$ cat src/rtl/uart_comm_pkg.sv
// Shared types and sizes for the UART command slave: receive/transmit state
// encodings and the command length in bytes.
package uart_comm_pkg;

    localparam int CMD_BYTES = 3;
    localparam int CMD_W     = 8 * CMD_BYTES;

    typedef enum logic [1:0] {
        RX_B0 = 2'd0,
        RX_B1 = 2'd1,
        RX_B2 = 2'd2
    } rx_state_t;

    typedef enum logic {
        TX_IDLE = 1'b0,
        TX_BUSY = 1'b1
    } tx_state_t;

endpackage

$ cat src/rtl/uart_rx.sv
// 8N1 UART receiver: two-flop synchroniser, mid-bit sampling, and a rdy flag
// that holds the byte until the consumer pulses clr_rdy.
module uart_rx #(
    parameter logic [15:0] BAUD_DIV = 16'd2604
) (
    input  logic       clk,
    input  logic       rst_n,
    input  logic       RX,
    input  logic       clr_rdy,
    output logic [7:0] rx_data,
    output logic       rdy
);

    logic        rx_meta_q;
    logic        rx_sync_q;
    logic        busy_q;
    logic        rdy_q;
    logic [15:0] baud_cnt_q;
    logic [3:0]  bit_cnt_q;
    logic [7:0]  shift_q;

    always_ff @(posedge clk or negedge rst_n) begin
        if (!rst_n) begin
            rx_meta_q  <= 1'b1;
            rx_sync_q  <= 1'b1;
            busy_q     <= 1'b0;
            rdy_q      <= 1'b0;
            baud_cnt_q <= '0;
            bit_cnt_q  <= '0;
            shift_q    <= '0;
        end else begin
            rx_meta_q <= RX;
            rx_sync_q <= rx_meta_q;
            if (clr_rdy) begin
                rdy_q <= 1'b0;
            end
            if (!busy_q) begin
                // Half a bit period lands the first sample in the middle of the start bit.
                if (!rx_sync_q) begin
                    busy_q     <= 1'b1;
                    bit_cnt_q  <= '0;
                    baud_cnt_q <= BAUD_DIV >> 1;
                end
            end else if (baud_cnt_q != 16'd0) begin
                baud_cnt_q <= baud_cnt_q - 16'd1;
            end else begin
                baud_cnt_q <= BAUD_DIV - 16'd1;
                bit_cnt_q  <= bit_cnt_q + 4'd1;
                if (bit_cnt_q == 4'd0) begin
                    if (rx_sync_q) begin
                        busy_q <= 1'b0;
                    end
                end else if (bit_cnt_q < 4'd9) begin
                    shift_q <= {rx_sync_q, shift_q[7:1]};
                end else begin
                    busy_q <= 1'b0;
                    rdy_q  <= 1'b1;
                end
            end
        end
    end

    assign rx_data = shift_q;
    assign rdy     = rdy_q;

endmodule

$ cat src/rtl/uart_tx.sv
// 8N1 UART transmitter: loads a 10-bit frame on trmt and pulses tx_done for
// one cycle at the end of the stop bit. The line idles high, including in reset.
module uart_tx #(
    parameter logic [15:0] BAUD_DIV = 16'd2604
) (
    input  logic       clk,
    input  logic       rst_n,
    input  logic       trmt,
    input  logic [7:0] tx_data,
    output logic       TX,
    output logic       tx_done
);

    logic        busy_q;
    logic        done_q;
    logic [9:0]  shift_q;
    logic [15:0] baud_cnt_q;
    logic [3:0]  bit_cnt_q;

    always_ff @(posedge clk or negedge rst_n) begin
        if (!rst_n) begin
            busy_q     <= 1'b0;
            done_q     <= 1'b0;
            shift_q    <= '1;
            baud_cnt_q <= '0;
            bit_cnt_q  <= '0;
        end else begin
            done_q <= 1'b0;
            if (trmt && !busy_q) begin
                shift_q    <= {1'b1, tx_data, 1'b0};
                busy_q     <= 1'b1;
                bit_cnt_q  <= '0;
                baud_cnt_q <= BAUD_DIV - 16'd1;
            end else if (busy_q) begin
                if (baud_cnt_q != 16'd0) begin
                    baud_cnt_q <= baud_cnt_q - 16'd1;
                end else if (bit_cnt_q == 4'd9) begin
                    busy_q <= 1'b0;
                    done_q <= 1'b1;
                end else begin
                    shift_q    <= {1'b1, shift_q[9:1]};
                    bit_cnt_q  <= bit_cnt_q + 4'd1;
                    baud_cnt_q <= BAUD_DIV - 16'd1;
                end
            end
        end
    end

    assign TX      = shift_q[0];
    assign tx_done = done_q;

endmodule

$ cat src/rtl/uart_comm_slv.sv
// UART command slave: assembles three received bytes into a 24-bit command
// (with an inter-byte timeout) and transmits single response bytes on request.
module uart_comm_slv
    import uart_comm_pkg::*;
#(
    parameter logic [21:0] TIMEOUT_CYC = 22'd2_500_000,
    parameter logic [15:0] BAUD_DIV    = 16'd2604
) (
    input  logic             clk,
    input  logic             rst_n,
    input  logic             RX,
    output logic             TX,
    output logic [CMD_W-1:0] cmd,
    output logic             cmd_rdy,
    input  logic             clr_cmd_rdy,
    input  logic [7:0]       resp,
    input  logic             send_resp,
    output logic             resp_sent
);

    logic [7:0]       rx_data;
    logic             rx_rdy;
    logic             clr_rdy;
    logic             tx_done;

    rx_state_t        rx_state_q;
    logic [15:0]      shadow_q;
    logic [CMD_W-1:0] cmd_q;
    logic             cmd_rdy_q;
    logic [21:0]      tmo_cnt_q;

    tx_state_t        tx_state_q;
    logic [7:0]       hold_q;
    logic             trmt_q;
    logic             resp_sent_q;

    // Every byte is taken the cycle it appears, so rdy is acknowledged at once.
    assign clr_rdy = rx_rdy;

    uart_rx #(.BAUD_DIV(BAUD_DIV)) u_rx (
        .clk     (clk),
        .rst_n   (rst_n),
        .RX      (RX),
        .clr_rdy (clr_rdy),
        .rx_data (rx_data),
        .rdy     (rx_rdy)
    );

    uart_tx #(.BAUD_DIV(BAUD_DIV)) u_tx (
        .clk     (clk),
        .rst_n   (rst_n),
        .trmt    (trmt_q),
        .tx_data (hold_q),
        .TX      (TX),
        .tx_done (tx_done)
    );

    always_ff @(posedge clk or negedge rst_n) begin
        if (!rst_n) begin
            rx_state_q <= RX_B0;
            shadow_q   <= '0;
            cmd_q      <= '0;
            cmd_rdy_q  <= 1'b0;
            tmo_cnt_q  <= '0;
        end else begin
            // Listed first so a completion in the same cycle overrides the clear.
            if (clr_cmd_rdy) begin
                cmd_rdy_q <= 1'b0;
            end
            if (rx_rdy) begin
                tmo_cnt_q <= '0;
                case (rx_state_q)
                    RX_B0: begin
                        shadow_q[15:8] <= rx_data;
                        rx_state_q     <= RX_B1;
                    end
                    RX_B1: begin
                        shadow_q[7:0] <= rx_data;
                        rx_state_q    <= RX_B2;
                    end
                    default: begin
                        cmd_q      <= {shadow_q, rx_data};
                        cmd_rdy_q  <= 1'b1;
                        rx_state_q <= RX_B0;
                    end
                endcase
            end else if (rx_state_q == RX_B0) begin
                tmo_cnt_q <= '0;
            end else if (tmo_cnt_q == TIMEOUT_CYC - 22'd1) begin
                tmo_cnt_q  <= '0;
                shadow_q   <= '0;
                rx_state_q <= RX_B0;
            end else begin
                tmo_cnt_q <= tmo_cnt_q + 22'd1;
            end
        end
    end

    always_ff @(posedge clk or negedge rst_n) begin
        if (!rst_n) begin
            tx_state_q  <= TX_IDLE;
            hold_q      <= '0;
            trmt_q      <= 1'b0;
            resp_sent_q <= 1'b0;
        end else begin
            trmt_q      <= 1'b0;
            resp_sent_q <= 1'b0;
            case (tx_state_q)
                TX_IDLE: begin
                    if (send_resp) begin
                        hold_q     <= resp;
                        trmt_q     <= 1'b1;
                        tx_state_q <= TX_BUSY;
                    end
                end
                default: begin
                    if (tx_done) begin
                        resp_sent_q <= 1'b1;
                        tx_state_q  <= TX_IDLE;
                    end
                end
            endcase
        end
    end

    assign cmd       = cmd_q;
    assign cmd_rdy   = cmd_rdy_q;
    assign resp_sent = resp_sent_q;

endmodule

$ cat config.mk
export PLATFORM = sky130hd
export DESIGN_NAME = uart_comm_slv
export DESIGN_NICKNAME = d
export VERILOG_FILES = /design/src/rtl/uart_comm_pkg.sv /design/src/rtl/uart_rx.sv /design/src/rtl/uart_tx.sv /design/src/rtl/uart_comm_slv.sv
export SDC_FILE = /design/constraint.sdc
export NUM_CORES = 1
export LEC_CHECK = 0
export CAP_MARGIN = 10
export CORE_MARGIN = 4
export CORE_UTILIZATION = 60
export DETAILED_ROUTE_END_ITERATION = 8
export DONT_BUFFER_PORTS = 1
export GPL_TIMING_DRIVEN = 0
export PLACE_DENSITY = 0.85
export SKIP_LAST_GASP = 1
export SYNTH_ARGS = -nofsm -noshare
export SYNTH_HDL_FRONTEND = slang
export SYNTH_SLANG_ARGS = --single-unit
export TNS_END_PERCENT = 30
$ cat constraint.sdc
create_clock -name clk -period 3.19 [get_ports clk]
set_input_delay 0.319 -clock clk [delete_from_list [all_inputs] [get_ports clk]]
set_output_delay 0.319 -clock clk [all_outputs]
set_load 0.02 [all_outputs]
==> impl_metrics.tcl <==
set metrics [dict create \
    die-height_microns 112.9 \
    drcViolationCount 0 \
    antenna_left 0 \
    timing.setup.critical_path_class "register to register" \
    slew_worst_pin_ps 1098 \
    synth_async_sr_flop_share_pct 100.0 \
    final_max_slew_viol_count 0 \
    synth_cell_type_count 58 \
    ioPinCount 40 \
    post_drt_via_cell_ratio 6.170 \
    vdd_drop_max_mv 0.4280 \
    slew_headroom_pct 26.14 \
    synth-seq-area-share_pct 52.93 \
    layout_common_cells "sky130_fd_sc_hd__dfrtp_1 (128), sky130_fd_sc_hd__nand2_1 (64), sky130_fd_sc_hd__o21ai_0 (47)" \
    totalNegativeSetupSlack_ps 0 \
    fmax_ghz 0.3628 \
    final_hold_viol_count 139 \
    cts_setup_buffers 0 \
    core_region_area_sq_um 10790 \
    status "complete, but fails checks" \
    finalCriticalPeriod_ps 2756 \
    slowest_delay_ps 440 \
    final_nets 684 \
    setup-violations-final 0 \
    clk_path_buf_depth 2 \
    floorplan.rows 38 \
    critPathSlowestCell "sky130_fd_sc_hd__nand4_1" \
    mostFrequentLayoutCell "sky130_fd_sc_hd__dfrtp_1" \
    synth.yosys.warnings 0 \
    tritoncts_clock_tree "done" \
    synth_seq_cells 139 \
    postSynthNetCount 653 \
    timing.clock.skew_ps 10.32 \
    final_worst_path_cycle_share_pct 86.41 \
    cts_sinks 139 \
    clock_tree.root_cell "sky130_fd_sc_hd__clkbuf_8" \
    route.vias.total 5041 \
    drt-wirelength-per-cell_microns 16.81 \
    global_route.overflow_total 0 \
    total_leakage_power_nw 3.196 \
    multiInputGateArea_sq_um 2869 \
    worstSetupEndpointType "register" \
    r2r_slack_ps 430 \
    dr.pass1.iters 5 \
    failed_checks "hold timing" \
    crit_path_dat_ps 3170 \
    cp_cell_sequence "inv_1 -> ha_1 -> nor3b_1 -> and4_1 -> clkbuf_1 -> nand4_1 -> mux2_2" \
    fp.dieW_microns 112.9 \
    insertion_delay_ps 530 \
    grt_pass1_vias 5052 \
    initial_antenna_violation_count 0 \
    area_growth_pct 13.62 \
    power_per_cell_area_nw_per_um2 576.8 \
    cap_violations 0 \
    gp_congestion 0.8675 \
    num_antenna_cells 0 \
    starting_density_pct 61.13 \
    grt_first_pass_wirelength_mm 23.99 \
    drt-initial-drc-count 456 \
    r2r-end "u_rx.rx_data[5]$_DFFE_PN0P_" \
    worstSetupStartpointType "register" \
    total_cts_buffers 17 \
    layout.filler_cells 741 \
    grt_max_degree 140 \
    final_layout_size_suffix_gt1_share_pct 14.33 \
    critical_path.max_fanout 9 \
    post_synth.cell_area_avg_sq_um 10.42 \
    syn_area_sq_um 6598 \
    hold_path_class "primary input to async pin" \
    grt_setup_unrepaired "no" \
    grt_use_total_pct 23.22 \
    design.die.area_sq_um 12740 \
    postSynthCellCount 633 \
    synth-main-ff-cell "sky130_fd_sc_hd__dfrtp_1" \
    routed_wl_mm 13.73 \
    detailedPlacementHpwl_mm 9.031 \
    cts_hold_buf 11 \
    clk_transition_reported_paths_ps 60 \
    worst-endpoint-required_ps 3600 \
    cts_resized 0 \
    fin_worst_hold_slack_ps -516.0 \
    synth_enable_flop_cells 0 \
    io_buffer_count 0 \
    h_tree_levels 4 \
    critical_path.reg2reg.startpoint "u_rx.baud_cnt_q[0]$_DFFE_PN0P_" \
    area.sequential_sq_um 3492 \
    r2r.worst_path.cells 7 \
]
worst max-delay path: cells and delay by family, from the launching register on:
family / cells / cell delay (ps)
adders and majority gates: 1 / 210
buffers and inverters: 2 / 460
DFF: 1 / 430
muxes: 1 / 410
and+or+nand+nor: 3 / 1130
stage by stage:
step	cell area [sq um]	utilization, %	setup WS [ps]	instances	total power (W)
floorplan	6598	-	652.4	633	0.002254
global placement	6773	62.75	312.4	773	0.002310
detailed placement	6778	62.80	478.4	774	0.002345
CTS	7496	69.45	438.4	817	0.004352
global route	7496	69.45	251.8	817	0.004501
finish	7496	69.45	433.6	817	0.004324
area by class of cell:
type | instances | area share [%]
buffer | 32 | 1.753
sequential | 139 | 46.59
inverter | 28 | 1.402
multi-input combinational | 434 | 38.27
tap | 140 | 2.337
timing repair buffer | 12 | 1.536
clock buffer | 20 | 5.942
clock inverter | 12 | 2.170
worst max-delay path by stage:
stage / startpoint / to / slack [ps] / depth (start not counted)
after floorplan: u_tx.baud_cnt_q[0]$_DFFE_PN0P_ / u_tx.shift_q[3]$_DFFE_PN1P_ / 650 / 9
after global placement: u_rx.baud_cnt_q[12]$_DFFE_PN0P_ / u_rx.rx_data[7]$_DFFE_PN0P_ / 310 / 4
after detailed placement: u_tx.baud_cnt_q[0]$_DFFE_PN0P_ / u_tx.shift_q[4]$_DFFE_PN1P_ / 480 / 9
after CTS: u_rx.baud_cnt_q[0]$_DFFE_PN0P_ / u_rx.rx_data[5]$_DFFE_PN0P_ / 440 / 7
after global routing: u_rx.baud_cnt_q[0]$_DFFE_PN0P_ / u_rx.rx_data[2]$_DFFE_PN0P_ / 250 / 7
final: u_rx.baud_cnt_q[0]$_DFFE_PN0P_ / u_rx.rx_data[5]$_DFFE_PN0P_ / 430 / 7
sequential cells by signal, summed over array words and instances (netlist names), 2 cells and up:
name             flops
rx_state_q           2
u_tx.baud_cnt_q     16
u_rx.bit_cnt_q       4
u_rx.baud_cnt_q     16
u_tx.shift_q         9
hold_q               8
shadow_q            16
u_rx.rx_data         8
cmd                 24
u_tx.bit_cnt_q       4
tmo_cnt_q           22
synthesized netlist by cell type, types with 8 or more instances:
cell type / instances / share of area, %
sky130_fd_sc_hd__o21ai_0: 47 / 3.6
sky130_fd_sc_hd__mux2_2: 38 / 6.5
sky130_fd_sc_hd__inv_1: 28 / 1.6
sky130_fd_sc_hd__a22o_1: 10 / 1.3
sky130_fd_sc_hd__mux2i_1: 11 / 1.7
sky130_fd_sc_hd__nand2_1: 64 / 3.6
sky130_fd_sc_hd__nor3_1: 13 / 0.99
sky130_fd_sc_hd__dfrtp_1: 128 / 49
sky130_fd_sc_hd__nand4_1: 11 / 1.0
sky130_fd_sc_hd__xor2_1: 9 / 1.2
sky130_fd_sc_hd__or4_1: 8 / 0.91
sky130_fd_sc_hd__nor4_1: 12 / 1.1
sky130_fd_sc_hd__nor2_1: 34 / 1.9
sky130_fd_sc_hd__a22oi_1: 10 / 1.1
sky130_fd_sc_hd__a21oi_1: 32 / 2.4
sky130_fd_sc_hd__clkbuf_1: 26 / 1.5
sky130_fd_sc_hd__a31oi_1: 9 / 0.85
sky130_fd_sc_hd__dfstp_2: 11 / 4.4
sky130_fd_sc_hd__nand3_1: 18 / 1.4
kinds of logic after synthesis:
family | after synthesis | share of synthesized area [%]
AND/OR/NAND/NOR | 210 | 16.61
AO/OA/AOI/OAI | 148 | 14.26
flip-flops | 139 | 52.93
buffers and inverters | 60 | 3.584
multiplexers | 54 | 9.293
XOR/XNOR | 15 | 1.991
adder cells (fa/ha/maj) | 7 | 1.327
where the power goes:
group          switching [W]  internal (W)
clock               0.000748       0.00124
combinational       0.000201      0.000160
sequential          0.000107       0.00187
per-layer routing:
metal  track usage, %  share of wire [%]  routed length [microns]
met5                0                  0                        0
met4            8.574                1.6                      216
met3            6.043                4.9                      671
met2            38.43                 51                     7030
met1            29.61                 42                     5816
Power figures use the tool's default switching activity.
